==> src/rtl/load_store_unit_if.sv <==
// Data-memory bus between the load/store unit (master) and data memory (slave).
// One response (read data or write ack) per accepted request.
interface load_store_unit_if #(
    parameter int unsigned ADDR_WIDTH = 32
);
    logic                  req_valid;
    logic                  req_ready;
    logic                  req_we;
    logic [ADDR_WIDTH-1:0] req_addr;
    logic [31:0]           req_wdata;
    logic [3:0]            req_wstrb;
    logic                  rsp_valid;
    logic [31:0]           rsp_rdata;

    modport master (
        output req_valid, req_we, req_addr, req_wdata, req_wstrb,
        input  req_ready, rsp_valid, rsp_rdata
    );

    modport slave (
        input  req_valid, req_we, req_addr, req_wdata, req_wstrb,
        output req_ready, rsp_valid, rsp_rdata
    );
endinterface

==> src/rtl/load_store_unit.sv <==
// Load/store unit: runs one decoded memory access on the data bus and stalls the pipeline
// meanwhile. Define LSU_TIMEOUT_EN to abort a response wait after TIMEOUT_CYCLES cycles.
module load_store_unit #(
    parameter int unsigned ADDR_WIDTH     = 32,
    parameter int unsigned TIMEOUT_CYCLES = 255
) (
    input  logic                  clk,
    input  logic                  rst,
    input  logic                  valid_i,
    input  logic                  mem_write_i,
    input  logic                  mem_to_reg_i,
    input  logic                  reg_write_i,
    input  logic [2:0]            funct3_i,
    input  logic [ADDR_WIDTH-1:0] addr_i,
    input  logic [31:0]           wdata_i,
    load_store_unit_if.master     bus,
    output logic                  stall_o,
    output logic                  done_o,
    output logic                  load_valid_o,
    output logic [31:0]           load_data_o,
    output logic                  err_o
);

    typedef enum logic [1:0] {StIdle, StReq, StWaitRsp, StDone} state_e;

    state_e                state_q, state_d;
    logic                  is_load_q, is_load_d;
    logic [2:0]            funct3_q, funct3_d;
    logic [1:0]            off_q, off_d;
    logic                  req_valid_q, req_valid_d;
    logic                  req_we_q, req_we_d;
    logic [ADDR_WIDTH-1:0] req_addr_q, req_addr_d;
    logic [31:0]           req_wdata_q, req_wdata_d;
    logic [3:0]            req_wstrb_q, req_wstrb_d;
    logic                  done_q, done_d;
    logic                  load_valid_q, load_valid_d;
    logic [31:0]           load_data_q, load_data_d;
    logic                  err_q, err_d;

`ifdef LSU_TIMEOUT_EN
    localparam int unsigned CntW = (TIMEOUT_CYCLES > 1) ? $clog2(TIMEOUT_CYCLES) : 1;
    localparam logic [CntW-1:0] CntLast = CntW'(TIMEOUT_CYCLES - 1);
    logic [CntW-1:0] cnt_q, cnt_d;
`else
    logic unused_timeout;
    assign unused_timeout = ^TIMEOUT_CYCLES;
`endif

    logic        is_store, is_load, accept, legal;
    logic [3:0]  wstrb_enc;
    logic [31:0] wdata_enc;
    logic [7:0]  ld_byte;
    logic [15:0] ld_half;
    logic [31:0] ld_ext;

    // A set mem_write masks mem_to_reg; loads also need reg_write.
    assign is_store = mem_write_i;
    assign is_load  = ~mem_write_i & mem_to_reg_i & reg_write_i;
    assign accept   = valid_i & (is_store | is_load);

    always_comb begin
        legal = 1'b0;
        case (funct3_i)
            3'd0:       legal = 1'b1;
            3'd1:       legal = ~addr_i[0];
            3'd2:       legal = (addr_i[1:0] == 2'b00);
            3'd4:       legal = is_load;
            3'd5:       legal = is_load & ~addr_i[0];
            default:    legal = 1'b0;
        endcase
    end

    always_comb begin
        case (funct3_i[1:0])
            2'd0: begin
                wstrb_enc = 4'b0001 << addr_i[1:0];
                wdata_enc = {4{wdata_i[7:0]}};
            end
            2'd1: begin
                wstrb_enc = 4'b0011 << addr_i[1:0];
                wdata_enc = {2{wdata_i[15:0]}};
            end
            default: begin
                wstrb_enc = 4'b1111;
                wdata_enc = wdata_i;
            end
        endcase
    end

    assign ld_byte = bus.rsp_rdata[{off_q, 3'b000} +: 8];
    assign ld_half = off_q[1] ? bus.rsp_rdata[31:16] : bus.rsp_rdata[15:0];

    always_comb begin
        case (funct3_q)
            3'd0:    ld_ext = {{24{ld_byte[7]}}, ld_byte};
            3'd1:    ld_ext = {{16{ld_half[15]}}, ld_half};
            3'd4:    ld_ext = {24'h0, ld_byte};
            3'd5:    ld_ext = {16'h0, ld_half};
            default: ld_ext = bus.rsp_rdata;
        endcase
    end

    always_comb begin
        state_d     = state_q;
        is_load_d   = is_load_q;
        funct3_d    = funct3_q;
        off_d       = off_q;
        req_valid_d = req_valid_q;
        req_we_d    = req_we_q;
        req_addr_d  = req_addr_q;
        req_wdata_d = req_wdata_q;
        req_wstrb_d = req_wstrb_q;
        load_data_d = load_data_q;
        err_d       = err_q;
`ifdef LSU_TIMEOUT_EN
        cnt_d       = cnt_q;
`endif
        case (state_q)
            StIdle: begin
                if (accept) begin
                    is_load_d = is_load;
                    funct3_d  = funct3_i;
                    off_d     = addr_i[1:0];
                    if (legal) begin
                        state_d     = StReq;
                        req_valid_d = 1'b1;
                        req_we_d    = is_store;
                        req_addr_d  = {addr_i[ADDR_WIDTH-1:2], 2'b00};
                        req_wstrb_d = is_store ? wstrb_enc : 4'b0000;
                        req_wdata_d = is_store ? wdata_enc : 32'h0;
                    end else begin
                        state_d = StDone;
                        err_d   = 1'b1;
                    end
                end
            end
            StReq: begin
                if (bus.req_ready) begin
                    state_d     = StWaitRsp;
                    req_valid_d = 1'b0;
`ifdef LSU_TIMEOUT_EN
                    cnt_d       = '0;
`endif
                end
            end
            StWaitRsp: begin
                if (bus.rsp_valid) begin
                    state_d = StDone;
                    if (is_load_q) begin
                        load_data_d = ld_ext;
                    end
`ifdef LSU_TIMEOUT_EN
                end else if (cnt_q == CntLast) begin
                    state_d = StDone;
                    err_d   = 1'b1;
                end else begin
                    cnt_d = cnt_q + 1'b1;
`endif
                end
            end
            StDone: begin
                state_d = StIdle;
                err_d   = 1'b0;
            end
            default: state_d = StIdle;
        endcase
        done_d       = (state_d == StDone);
        load_valid_d = done_d & is_load_d & ~err_d;
    end

    always_ff @(posedge clk or posedge rst) begin
        if (rst) begin
            state_q      <= StIdle;
            is_load_q    <= 1'b0;
            funct3_q     <= 3'd0;
            off_q        <= 2'd0;
            req_valid_q  <= 1'b0;
            req_we_q     <= 1'b0;
            req_addr_q   <= '0;
            req_wdata_q  <= 32'h0;
            req_wstrb_q  <= 4'h0;
            done_q       <= 1'b0;
            load_valid_q <= 1'b0;
            load_data_q  <= 32'h0;
            err_q        <= 1'b0;
        end else begin
            state_q      <= state_d;
            is_load_q    <= is_load_d;
            funct3_q     <= funct3_d;
            off_q        <= off_d;
            req_valid_q  <= req_valid_d;
            req_we_q     <= req_we_d;
            req_addr_q   <= req_addr_d;
            req_wdata_q  <= req_wdata_d;
            req_wstrb_q  <= req_wstrb_d;
            done_q       <= done_d;
            load_valid_q <= load_valid_d;
            load_data_q  <= load_data_d;
            err_q        <= err_d;
        end
    end

`ifdef LSU_TIMEOUT_EN
    always_ff @(posedge clk or posedge rst) begin
        if (rst) begin
            cnt_q <= '0;
        end else begin
            cnt_q <= cnt_d;
        end
    end
`endif

    assign stall_o = ((state_q == StIdle) & accept) | (state_q == StReq) |
                     (state_q == StWaitRsp);

    assign bus.req_valid = req_valid_q;
    assign bus.req_we    = req_we_q;
    assign bus.req_addr  = req_addr_q;
    assign bus.req_wdata = req_wdata_q;
    assign bus.req_wstrb = req_wstrb_q;
    assign done_o        = done_q;
    assign load_valid_o  = load_valid_q;
    assign load_data_o   = load_data_q;
    assign err_o         = err_q;

endmodule

==> src/flat_wrapper.sv <==
// flat-port wrapper written by rule: the top's interface ports become plain ports
module load_store_unit_flat 
#(
    parameter int unsigned ADDR_WIDTH     = 32,
    parameter int unsigned TIMEOUT_CYCLES = 255
)
  (clk, rst, valid_i, mem_write_i, mem_to_reg_i, reg_write_i, funct3_i, addr_i, wdata_i, stall_o, done_o, load_valid_o, load_data_o, err_o, bus_req_valid, bus_req_we, bus_req_addr, bus_req_wdata, bus_req_wstrb, bus_req_ready, bus_rsp_valid, bus_rsp_rdata);
  load_store_unit_if #(.ADDR_WIDTH(ADDR_WIDTH)) bus_i ();
  input  logic clk;
  input  logic rst;
  input  logic valid_i;
  input  logic mem_write_i;
  input  logic mem_to_reg_i;
  input  logic reg_write_i;
  input  logic [2:0] funct3_i;
  input  logic [ADDR_WIDTH-1:0] addr_i;
  input  logic [31:0] wdata_i;
  output logic stall_o;
  output logic done_o;
  output logic load_valid_o;
  output logic [31:0] load_data_o;
  output logic err_o;
  output wire logic [$bits(bus_i.req_valid)-1:0] bus_req_valid;
  output wire logic [$bits(bus_i.req_we)-1:0] bus_req_we;
  output wire logic [$bits(bus_i.req_addr)-1:0] bus_req_addr;
  output wire logic [$bits(bus_i.req_wdata)-1:0] bus_req_wdata;
  output wire logic [$bits(bus_i.req_wstrb)-1:0] bus_req_wstrb;
  input wire logic [$bits(bus_i.req_ready)-1:0] bus_req_ready;
  input wire logic [$bits(bus_i.rsp_valid)-1:0] bus_rsp_valid;
  input wire logic [$bits(bus_i.rsp_rdata)-1:0] bus_rsp_rdata;
  assign bus_req_valid = bus_i.req_valid;
  assign bus_req_we = bus_i.req_we;
  assign bus_req_addr = bus_i.req_addr;
  assign bus_req_wdata = bus_i.req_wdata;
  assign bus_req_wstrb = bus_i.req_wstrb;
  assign bus_i.req_ready = bus_req_ready;
  assign bus_i.rsp_valid = bus_rsp_valid;
  assign bus_i.rsp_rdata = bus_rsp_rdata;
  load_store_unit #(.ADDR_WIDTH(ADDR_WIDTH), .TIMEOUT_CYCLES(TIMEOUT_CYCLES)) u_core (.clk(clk), .rst(rst), .valid_i(valid_i), .mem_write_i(mem_write_i), .mem_to_reg_i(mem_to_reg_i), .reg_write_i(reg_write_i), .funct3_i(funct3_i), .addr_i(addr_i), .wdata_i(wdata_i), .bus(bus_i), .stall_o(stall_o), .done_o(done_o), .load_valid_o(load_valid_o), .load_data_o(load_data_o), .err_o(err_o));
endmodule
==> config.mk <==
export PLATFORM = sky130hd
export DESIGN_NAME = load_store_unit_flat
export DESIGN_NICKNAME = d
export VERILOG_FILES = /design/src/rtl/load_store_unit_if.sv /design/src/rtl/load_store_unit.sv /design/src/flat_wrapper.sv
export SDC_FILE = /design/constraint.sdc
export NUM_CORES = 1
export LEC_CHECK = 0
export CORE_ASPECT_RATIO = 0.75
export CORE_MARGIN = 4
export CORE_UTILIZATION = 25
export DETAILED_ROUTE_END_ITERATION = 6
export PLACE_DENSITY = 0.59
export SLEW_MARGIN = 20
export SYNTH_ARGS = -nofsm -noshare
export SYNTH_HDL_FRONTEND = slang
export SYNTH_SLANG_ARGS = --single-unit
==> constraint.sdc <==
create_clock -name clk -period 6.6 [get_ports clk]
set_clock_uncertainty 0.15 [all_clocks]
set_input_delay 1.32 -clock clk [delete_from_list [all_inputs] [get_ports clk]]
set_output_delay 1.32 -clock clk [all_outputs]
set_load 0.1 [all_outputs]
# Word level (Yosys, flattened, before mapping)
# Cells that the tools add are included.
# totals
reg_bits,111
latchBits,0
ramBits,0
rom_bits,0
in_bits,107
out_inout_bits,106
wordCells,75
mem_count,0
# op_classes
addsub,0
multipliers,0
div,0
n_lt_le_gt_ge,0
n_eq_ne,15
shifts,3
n_mux,21
n_bitwise,13
reduce_logical,10
# op_table
op,n
one-hot mux 32 bit (4 select lines),1
one-hot mux 32 bit (2 select lines),1
2-to-1 mux 32 bit,1
variable part select 32 x 6 -> 8 bit,1
2-to-1 mux 16 bit,1
== test 3 bit (second input constant),4
2-to-1 mux 2 bit,4
one-hot mux 2 bit (4 select lines),1
one-hot mux 4 bit (2 select lines),1
bitwise AND 1 bit,7
2-to-1 mux 1 bit,7
== test 2 bit (second input constant),3
== test 3 x 1 -> 1 bit (second input constant),2
logical NOT 2 bit,3
logical NOT 3 bit,2
AND reduction 3 bit,2
one-hot mux 1 bit (5 select lines),1
== test 2 x 1 -> 1 bit (second input constant),2
2-to-1 mux 4 bit,1
!= test 2 x 1 -> 1 bit (second input constant),2
one-hot mux 1 bit (2 select lines),2
AND reduction 4 bit,1
<< shifter 1 x 2 -> 4 bit (first input constant),1
<< shifter 2 x 2 -> 4 bit (first input constant),1
other kinds (6),10

# Logic depth before layout (Yosys ltp)
# Gate-level depths: netlist (run 1).
# depth
depth_word,11
ltp_mapped,7
depth_no_buf,6

# Worst setup path after synthesis (run 1)
# Ideal clock, no wire load.
# synth_path
path_kind,input to output
from,input reg_write_i
to,output stall_o
t_arrival_ns,2.506
required_ns,5.130
path_slack_ns,2.624
path_stages,3
n_path_buf,0
path_cell_list,a21oi_1 nor2_1 or3_1
# synth_between
elab_chain_cells,6
# synth_rtl
element,line_no,text
"start, declared",flat_wrapper.sv:14,input logic reg_write_i;
bitwise AND 1 bit,load_store_unit.sv:58,assign is_load = ~mem_write_i & mem_to_reg_i & reg_write_i;
bitwise OR 1 bit,load_store_unit.sv:59,assign accept = valid_i & (is_store | is_load);
bitwise AND 1 bit,load_store_unit.sv:59,
bitwise AND 1 bit,load_store_unit.sv:213,assign stall_o = ((state_q == StIdle) & accept) | (state_q == StReq) |
bitwise OR 1 bit (2 in a row),load_store_unit.sv:213,
"end, declared",flat_wrapper.sv:18,output logic stall_o;
# Every way passes these cells.

# Worst setup path in the final report (run 1)
# Ends and elaborated chain as after synthesis.

==> impl_results.rst, run 1 <==
.. list-table::
   :header-rows: 1

   * - Metric
     - Value
   * - Max-slew violation count
     - 0
   * - DR WL/cell
     - 17.4 um
   * - Transition time of the tightest slew-check pin
     - 1.03 ns
   * - Clock latency on the worst-skew pair
     - 0.36 ns
   * - Filler cell count in the final layout
     - 2221
   * - Via count of the first global-routing pass
     - 4887
   * - Number of levels the H-tree was split into
     - 3
   * - Simple-gate share of the synthesized area
     - 11.3%
   * - Largest delay contributor family on the critical path
     - buffers and inverters
   * - Unrepaired setup endpoints after global routing
     - false
   * - DRC violation count after routing
     - 0
   * - Leading register cell type out of synthesis
     - dfrtp_1
   * - Root buffer cell
     - clkbuf_16
   * - Layout area overhead
     - 46.7%
   * - Worst min-delay path class
     - reg2reg
   * - Clock-pin slew of the registers on the worst-case setup and hold paths
     - around 0.080 ns
   * - CP Cell Sequence
     - clkdlybuf4s50_1 -> a21oi_1 -> nor2_1 -> or3_1 -> buf_4
   * - Violation count after the first detailed-route iteration
     - between 200 and 300
   * - Cell area after layout
     - 0.00830 sq mm
   * - Leading cell types by count after synthesis
     - dfrtp_1 (111), nand2_1 (63), mux2_2 (46), o21ai_0 (46), mux2i_1 (39)
   * - Postcts setup bufs
     - 0
   * - Post-route minimum period
     - ~4.6 ns
   * - Width of the die
     - 182 um
   * - Fraction of layout cells with a size suffix above 1
     - between 10% and 20%
   * - Port Buffer Count
     - 210
   * - Std cell rows
     - 47
   * - Post-synthesis sequential element count
     - 111
   * - Outcome
     - finished, final reports clean
   * - Ant. Diodes
     - 0
   * - Biggest area consumer among synthesized cells
     - dfrtp_1
   * - Post-Synth XOR/XNOR Area
     - 0%
   * - Final period util
     - 69.0%
   * - PostCTS Resize Cnt
     - 0
   * - Vias per inst
     - around 4.6
   * - Final Wtd Congestion
     - 0.759
   * - Arrival time at the worst endpoint
     - 3.08 ns
   * - CTS tree
     - yes
   * - EDFF count, synth
     - 0
   * - Slew margin rel.
     - 31.4%
   * - Clock sink count
     - roughly 110
   * - Residual antenna-violating net count after detailed routing
     - 0
   * - Mean cell area of the mapped netlist
     - 10.2 sq um
   * - Critical-path top delay cell
     - clkdlybuf4s50_1
   * - Setup Viol. Count Final
     - 0
   * - Area share of fa/ha/maj cells after synthesis
     - 0.885%
   * - Effective utilization at floorplan
     - 25.5%
   * - Sort of element at the start of the critical path
     - primary input
   * - Critical Path Sink Type
     - output pin
   * - Leftover overflow at the end of global routing
     - 0
   * - Routed wire length
     - 18200 um
   * - Part of the Yosys area used for sequential elements
     - 49.1%
   * - Detailed placement HPWL
     - 13300 um
   * - Fin cells
     - 1043
   * - Post-cts hold buffer count
     - 0
   * - Final TNS setup
     - 0 ns
   * - Most common cell in the synthesized netlist
     - dfrtp_1
   * - Fraction of synthesized cell area taken by the top area cell type
     - 49.1%
   * - Antenna violations before repair
     - 0
   * - Netlist area before placement
     - around 0.0057 sq mm
   * - Cell area after placement
     - 0.00801 sq mm
   * - Slowest Stage Delay on Critical Path
     - 0.47 ns
   * - Number of failing hold endpoints at the final stage
     - 0
   * - Fin nets
     - 855
   * - Area fraction in compound gates after synthesis
     - 14.6%
   * - Pre-antenna DRT Iters
     - 4
   * - Maxcap violations
     - 0
   * - Placed insts
     - just over 1000
   * - Final core utilization
     - 37.4%
   * - Wire length of the first global-routing pass
     - 28800 um
   * - Gate count of the mapped netlist
     - about 550
   * - Die height
     - 138 um
   * - Maximum buffer depth of the clock tree
     - 2
   * - Pin count of the biggest net entering global routing
     - 73
   * - Boundary pin count
     - 213
   * - Count of synthesis-stage warnings from yosys
     - 0
   * - Critical path buffers and inverters
     - 2
   * - Combinational family with the most area after synthesis
     - multiplexers
   * - Fraction of synthesis flops using an asynchronous set or reset pin
     - 100%
   * - Via total after detailed routing
     - around 4700
   * - Cell variety after synth
     - 42
   * - Peak Freq
     - 220 MHz
   * - Leading cell types by total area after synthesis
     - dfrtp_1 (49%), mux2_2 (9.2%), mux2i_1 (6.9%)
   * - CP Max Fanout
     - 9
   * - Total track usage
     - 14.2%
   * - TritonCTS Buffers
     - 9
   * - Mux share of post-synthesis cell area
     - 18.7%
   * - Worst path required time
     - 5.13 ns
   * - Area of the core
     - 0.0222 sq mm
   * - Worst Setup Path Type
     - in2out
   * - Floorplan die area
     - about 0.025 sq mm
-- logic make-up (layout without fill, tap and decap cells) --
group,Yosys count,after routing
AO/OA/AOI/OAI,137,137
adder cells (fa/ha/maj),4,4
buffers and inverters,70,265
flip-flops,111,111
multiplexers,95,95
other,1,2
AND/OR/NAND/NOR,135,135
-- state kept, by name, summed over array words and instances (netlist names), 2 cells and up --
register	count
u_core.funct3_q	3
u_core.bus.req_wstrb	4
u_core.off_q	2
u_core.load_data_o	32
u_core.bus.req_wdata	32
u_core.state_q	2
u_core.bus.req_addr	30
-- cells in the final DEF (no fill, tap or decap), types with 16 or more instances in the layout --
cell type	netlist	routed
mux2_2	46	46
o22ai_1	16	16
a21oi_1	36	36
mux2i_1	39	39
nand2_1	63	63
o21ai_0	46	46
nor2_1	32	32
inv_1	31	30
clkdlybuf4s50_1	0	209
dfrtp_1	111	110
-- layout make-up --
cell class                      count  area (sq um)  share of cell area [%]
Clock buffer                        9           225                    2.71
Clock inverter                      7          63.8                   0.769
Inverter                           31           119                    1.43
Multi-Input combinational cell    373          2590                    31.2
Sequential cell                   111          2780                    33.5
Tap cell                          294           368                    4.43
Timing Repair Buffer              218          2160                    26.0
-- worst min-delay path: cells and delay by family (launching register included) --
kind            cells  cell delay [ns]
flops               1             0.35
simple gates        1             0.04
compound gates      1             0.06
-- routing by layer --
layer	GRT usage [%]	vias to the layer above	wire, um
li1	-	2307	-
met3	6.14	11	1660
met2	20.3	178	7680
met4	3.12	0	192
met1	20.1	2250	8620
met5	0	-	0
-- path summary, 6_finish.rpt --
| check | startpoint | endpoint | slack [ns] | cells past startpoint |
|---|---|---|---|---|
| min in group asynchronous | rst | u_core.off_q[0]$_DFFE_PP0P_ | 1.35 | 2 |
| setup / recovery | reg_write_i | stall_o | 2.05 | 5 |
| hold reg to reg | u_core.load_data_o[2]$_DFFE_PP0P_ | u_core.load_data_o[2]$_DFFE_PP0P_ | 0.34 | 2 |
| hold / removal | u_core.load_data_o[2]$_DFFE_PP0P_ | u_core.load_data_o[2]$_DFFE_PP0P_ | 0.34 | 2 |
| max in group asynchronous | rst | u_core.bus.req_wdata[26]$_DFFE_PP0P_ | 3.87 | 3 |
| setup reg to reg | u_core.off_q[1]$_DFFE_PP0P_ | u_core.load_data_o[27]$_DFFE_PP0P_ | 4.15 | 4 |
-- per-stage QoR --
stage	worst slack [ns]	hold WS (ns)
finish	2.05	0.336
floorplan	2.20	0.378
CTS	2.08	0.348
detailed placement	2.10	0.329
global route	1.91	0.365
global placement	2.16	0.320
Power of run 1 is not shown: default switching activity piles up to over one toggle a cycle in this logic, so the estimate is an artifact.
==> run 2: changes to the inputs <==
- PLACE_DENSITY: 0.59 -> 0.61
- clock period: 6.6 -> 3.7 ns (I/O delays scaled with it)
==> run 2 against run 1 <==
Sequential cell count unchanged. Setup slack got worse by 1.7 ns. Cell area is essentially flat. Clock-buffer cell count unchanged. Critical endpoint unchanged. Die area unchanged. Global-route usage increased by 0.066 points. Non-clock buffer count is 2 higher. Utilization is essentially flat. Critical path depth did not move.
==> impl_results.rst, run 2 (same netlist as run 1, synthesis figures left out) <==
.. list-table::
   :header-rows: 1

   * - Metric
     - Value
   * - Via count of the first global-routing pass
     - 4962 (+1.5%)
   * - Endpoint of the worst hold-timing path
     - u_core.load_data_o[3]$_DFFE_PP0P_
   * - Effective utilization at floorplan
     - 25.5% (unchanged)
   * - Critical path buffers and inverters
     - 2 (unchanged)
   * - Outcome
     - finished, final reports clean
   * - Width of the die
     - 182 um (unchanged)
   * - Clock-pin slew of the registers on the worst-case setup and hold paths
     - 0.09 ns (about the same)
   * - Worst min-delay path class
     - reg2reg
   * - DRC violation count after routing
     - 0 (unchanged)
   * - Critical-path top delay cell
     - clkdlybuf4s50_1
   * - DR WL/cell
     - 17.5 um (+0.44%)
   * - Routed wire length
     - 18300 um (+0.73%)
   * - Transition time of the tightest slew-check pin
     - 1.01 ns (-0.0142 ns)
   * - Critical Path Sink Type
     - output pin
   * - Pin count of the biggest net entering global routing
     - 75 (+2.7%)
   * - Via total after detailed routing
     - 4770 (+0.51%)
   * - Cell area after layout
     - 0.00830 sq mm (about the same)
   * - Wire length of the first global-routing pass
     - 28900 um (+0.67%)
   * - Violation count after the first detailed-route iteration
     - 346 (+25%)
   * - Crit. Startpoint
     - mem_write_i
   * - Slew margin rel.
     - 32.3% (+0.95 points)
   * - Number of cells traversed by the worst register-to-register path
     - 4 (unchanged)
   * - CTS tree
     - yes
   * - TritonCTS Buffers
     - 9 (unchanged)
   * - Unrepaired setup endpoints after global routing
     - false
   * - Clock latency on the worst-skew pair
     - 0.35 ns (about the same)
   * - Detailed placement HPWL
     - 13600 um (+2.0%)
   * - Number of failing hold endpoints at the final stage
     - 0 (unchanged)
   * - Arrival time at the worst endpoint
     - 2.42 ns (-0.66 ns)
   * - Worst path required time
     - 2.81 ns (-2.32 ns)
   * - Peak Freq
     - 302 MHz
   * - Slowest Stage Delay on Critical Path
     - 0.57 ns (+0.10 ns)
   * - CP Cell Sequence
     - clkdlybuf4s50_1 -> a21oi_1 -> nor2_1 -> or3_1 -> buf_12
   * - Leftover overflow at the end of global routing
     - 0 (unchanged)
   * - PostCTS Resize Cnt
     - 0 (unchanged)
   * - CP Max Fanout
     - 9 (unchanged)
   * - Worst hold stages
     - 2 (unchanged)
   * - Floorplan die area
     - 0.0251 sq mm (unchanged)
   * - Minimum setup slack among reg-to-reg paths
     - 1.27 ns (-2.88 ns)
   * - Cell area after placement
     - 0.00799 sq mm (-0.30%)
   * - Std cell rows
     - 47 (unchanged)
   * - Hold_sp
     - u_core.load_data_o[3]$_DFFE_PP0P_
   * - Commonest non-fill, non-tap cells in the layout
     - clkdlybuf4s50_1 (178), dfrtp_1 (110), nand2_1 (63), mux2_2 (46), o21ai_0 (46)
   * - Max-slew violation count
     - 0 (unchanged)
   * - Critical register-to-register path endpoint
     - u_core.load_data_o[27]$_DFFE_PP0P_
   * - Vias per inst
     - 4.56 (+0.22%)
   * - Largest delay contributor family on the critical path
     - buffers and inverters
   * - Final period util
     - about 89%
   * - Fin cells
     - 1046 (+0.29%)
   * - Root buffer cell
     - clkbuf_16
   * - Residual antenna-violating net count after detailed routing
     - 0 (unchanged)
   * - Final TNS setup
     - 0 ns (unchanged)
   * - Post-route minimum period
     - 3.31 ns
   * - Filler cell count in the final layout
     - 2211 (-0.45%)
   * - Fin nets
     - 857 (+0.23%)
   * - Die height
     - 138 um (unchanged)
   * - Postcts setup bufs
     - 0 (unchanged)
   * - Final Wtd Congestion
     - 0.798 (+5.1%)
   * - Maximum buffer depth of the clock tree
     - 2 (unchanged)
   * - Clock sink count
     - 111 (unchanged)
   * - Commonest non-fill, non-tap cell in the layout
     - clkdlybuf4s50_1
   * - Placed insts
     - 1029 (+0.19%)
   * - Port Buffer Count
     - 210 (unchanged)
   * - Pre-antenna DRT Iters
     - 6 (+2)
   * - Post-cts hold buffer count
     - 0 (unchanged)
   * - Fraction of layout cells with a size suffix above 1
     - 16.2% (+4.4 points)
   * - Area of the core
     - 0.0222 sq mm (unchanged)
   * - Antenna violations before repair
     - 1 (+1)
   * - Sort of element at the start of the critical path
     - primary input
   * - Maxcap violations
     - 0 (unchanged)
   * - Reg2Reg Launch Point
     - u_core.off_q[1]$_DFFE_PP0P_
   * - Boundary pin count
     - 213 (unchanged)
   * - Number of levels the H-tree was split into
     - 3 (unchanged)
   * - Setup Viol. Count Final
     - 0 (unchanged)
   * - Worst Setup Path Type
     - in2out
   * - Layout area overhead
     - 46.7% (about the same)
   * - Total track usage
     - 14.3% (+0.066 points)
run 2: cell count changes in the layout (fill, tap and decap cells not counted), moves of 2 or more:
cell and delta:
buf_12 +3, clkinv_2 -2, inv_8 +2, clkdlybuf4s50_1 -31
buf_4 +30, clkinvlp_4 +2, inv_6 -3
run 2: stage by stage:
| stage | setup WS, ns | util [%] | hold slack [ns] |
|---|---|---|---|
| 6_report | 0.391 | 37.4 | 0.338 |
| 5_1_grt | 0.244 | 37.4 | 0.371 |
| 4_1_cts | 0.358 | 37.4 | 0.350 |
| 3_5_place_dp | 0.355 | 36.0 | 0.329 |
| 3_3_place_gp | 0.423 | 36.0 | 0.318 |
| 2_1_floorplan | 0.884 | - | 0.378 |
run 2: worst reg2reg max path, cell delays in order, from the launching register on:
cell      delay, ns
dfrtp_1        0.78
mux2i_1        0.33
nand2b_1       0.16
a21oi_2        0.66
o22ai_1        0.20
run 2: worst max-delay path by stage:
| stage | end | slack [ns] | depth (start not counted) |
|---|---|---|---|
| after floorplan | stall_o | 0.88 | 3 |
| after global placement | stall_o | 0.42 | 5 |
| after detailed placement | stall_o | 0.36 | 5 |
| after CTS | stall_o | 0.36 | 5 |
| after global routing | stall_o | 0.24 | 5 |
| final | stall_o | 0.39 | 5 |
run 2: cell type report:
type	count	area, sq um	area share, %
Tap cell	294	368	4.43
Sequential cell	111	2780	33.5
Multi-Input combinational cell	373	2590	31.2
Antenna cell	1	2.50	0.0302
Inverter	31	120	1.45
Clock inverter	7	82.6	0.995
Clock buffer	9	225	2.71
Timing Repair Buffer	220	2130	25.7
run 2: layer usage:
| layer | GRT usage, % | routed length (um) |
|---|---|---|
| met5 | 0 | 0 |
| met4 | 2.57 | 85 |
| met3 | 6.30 | 1810 |
| met2 | 20.6 | 7860 |
| met1 | 20.1 | 8530 |
Power of run 2 is left out for the same reason.
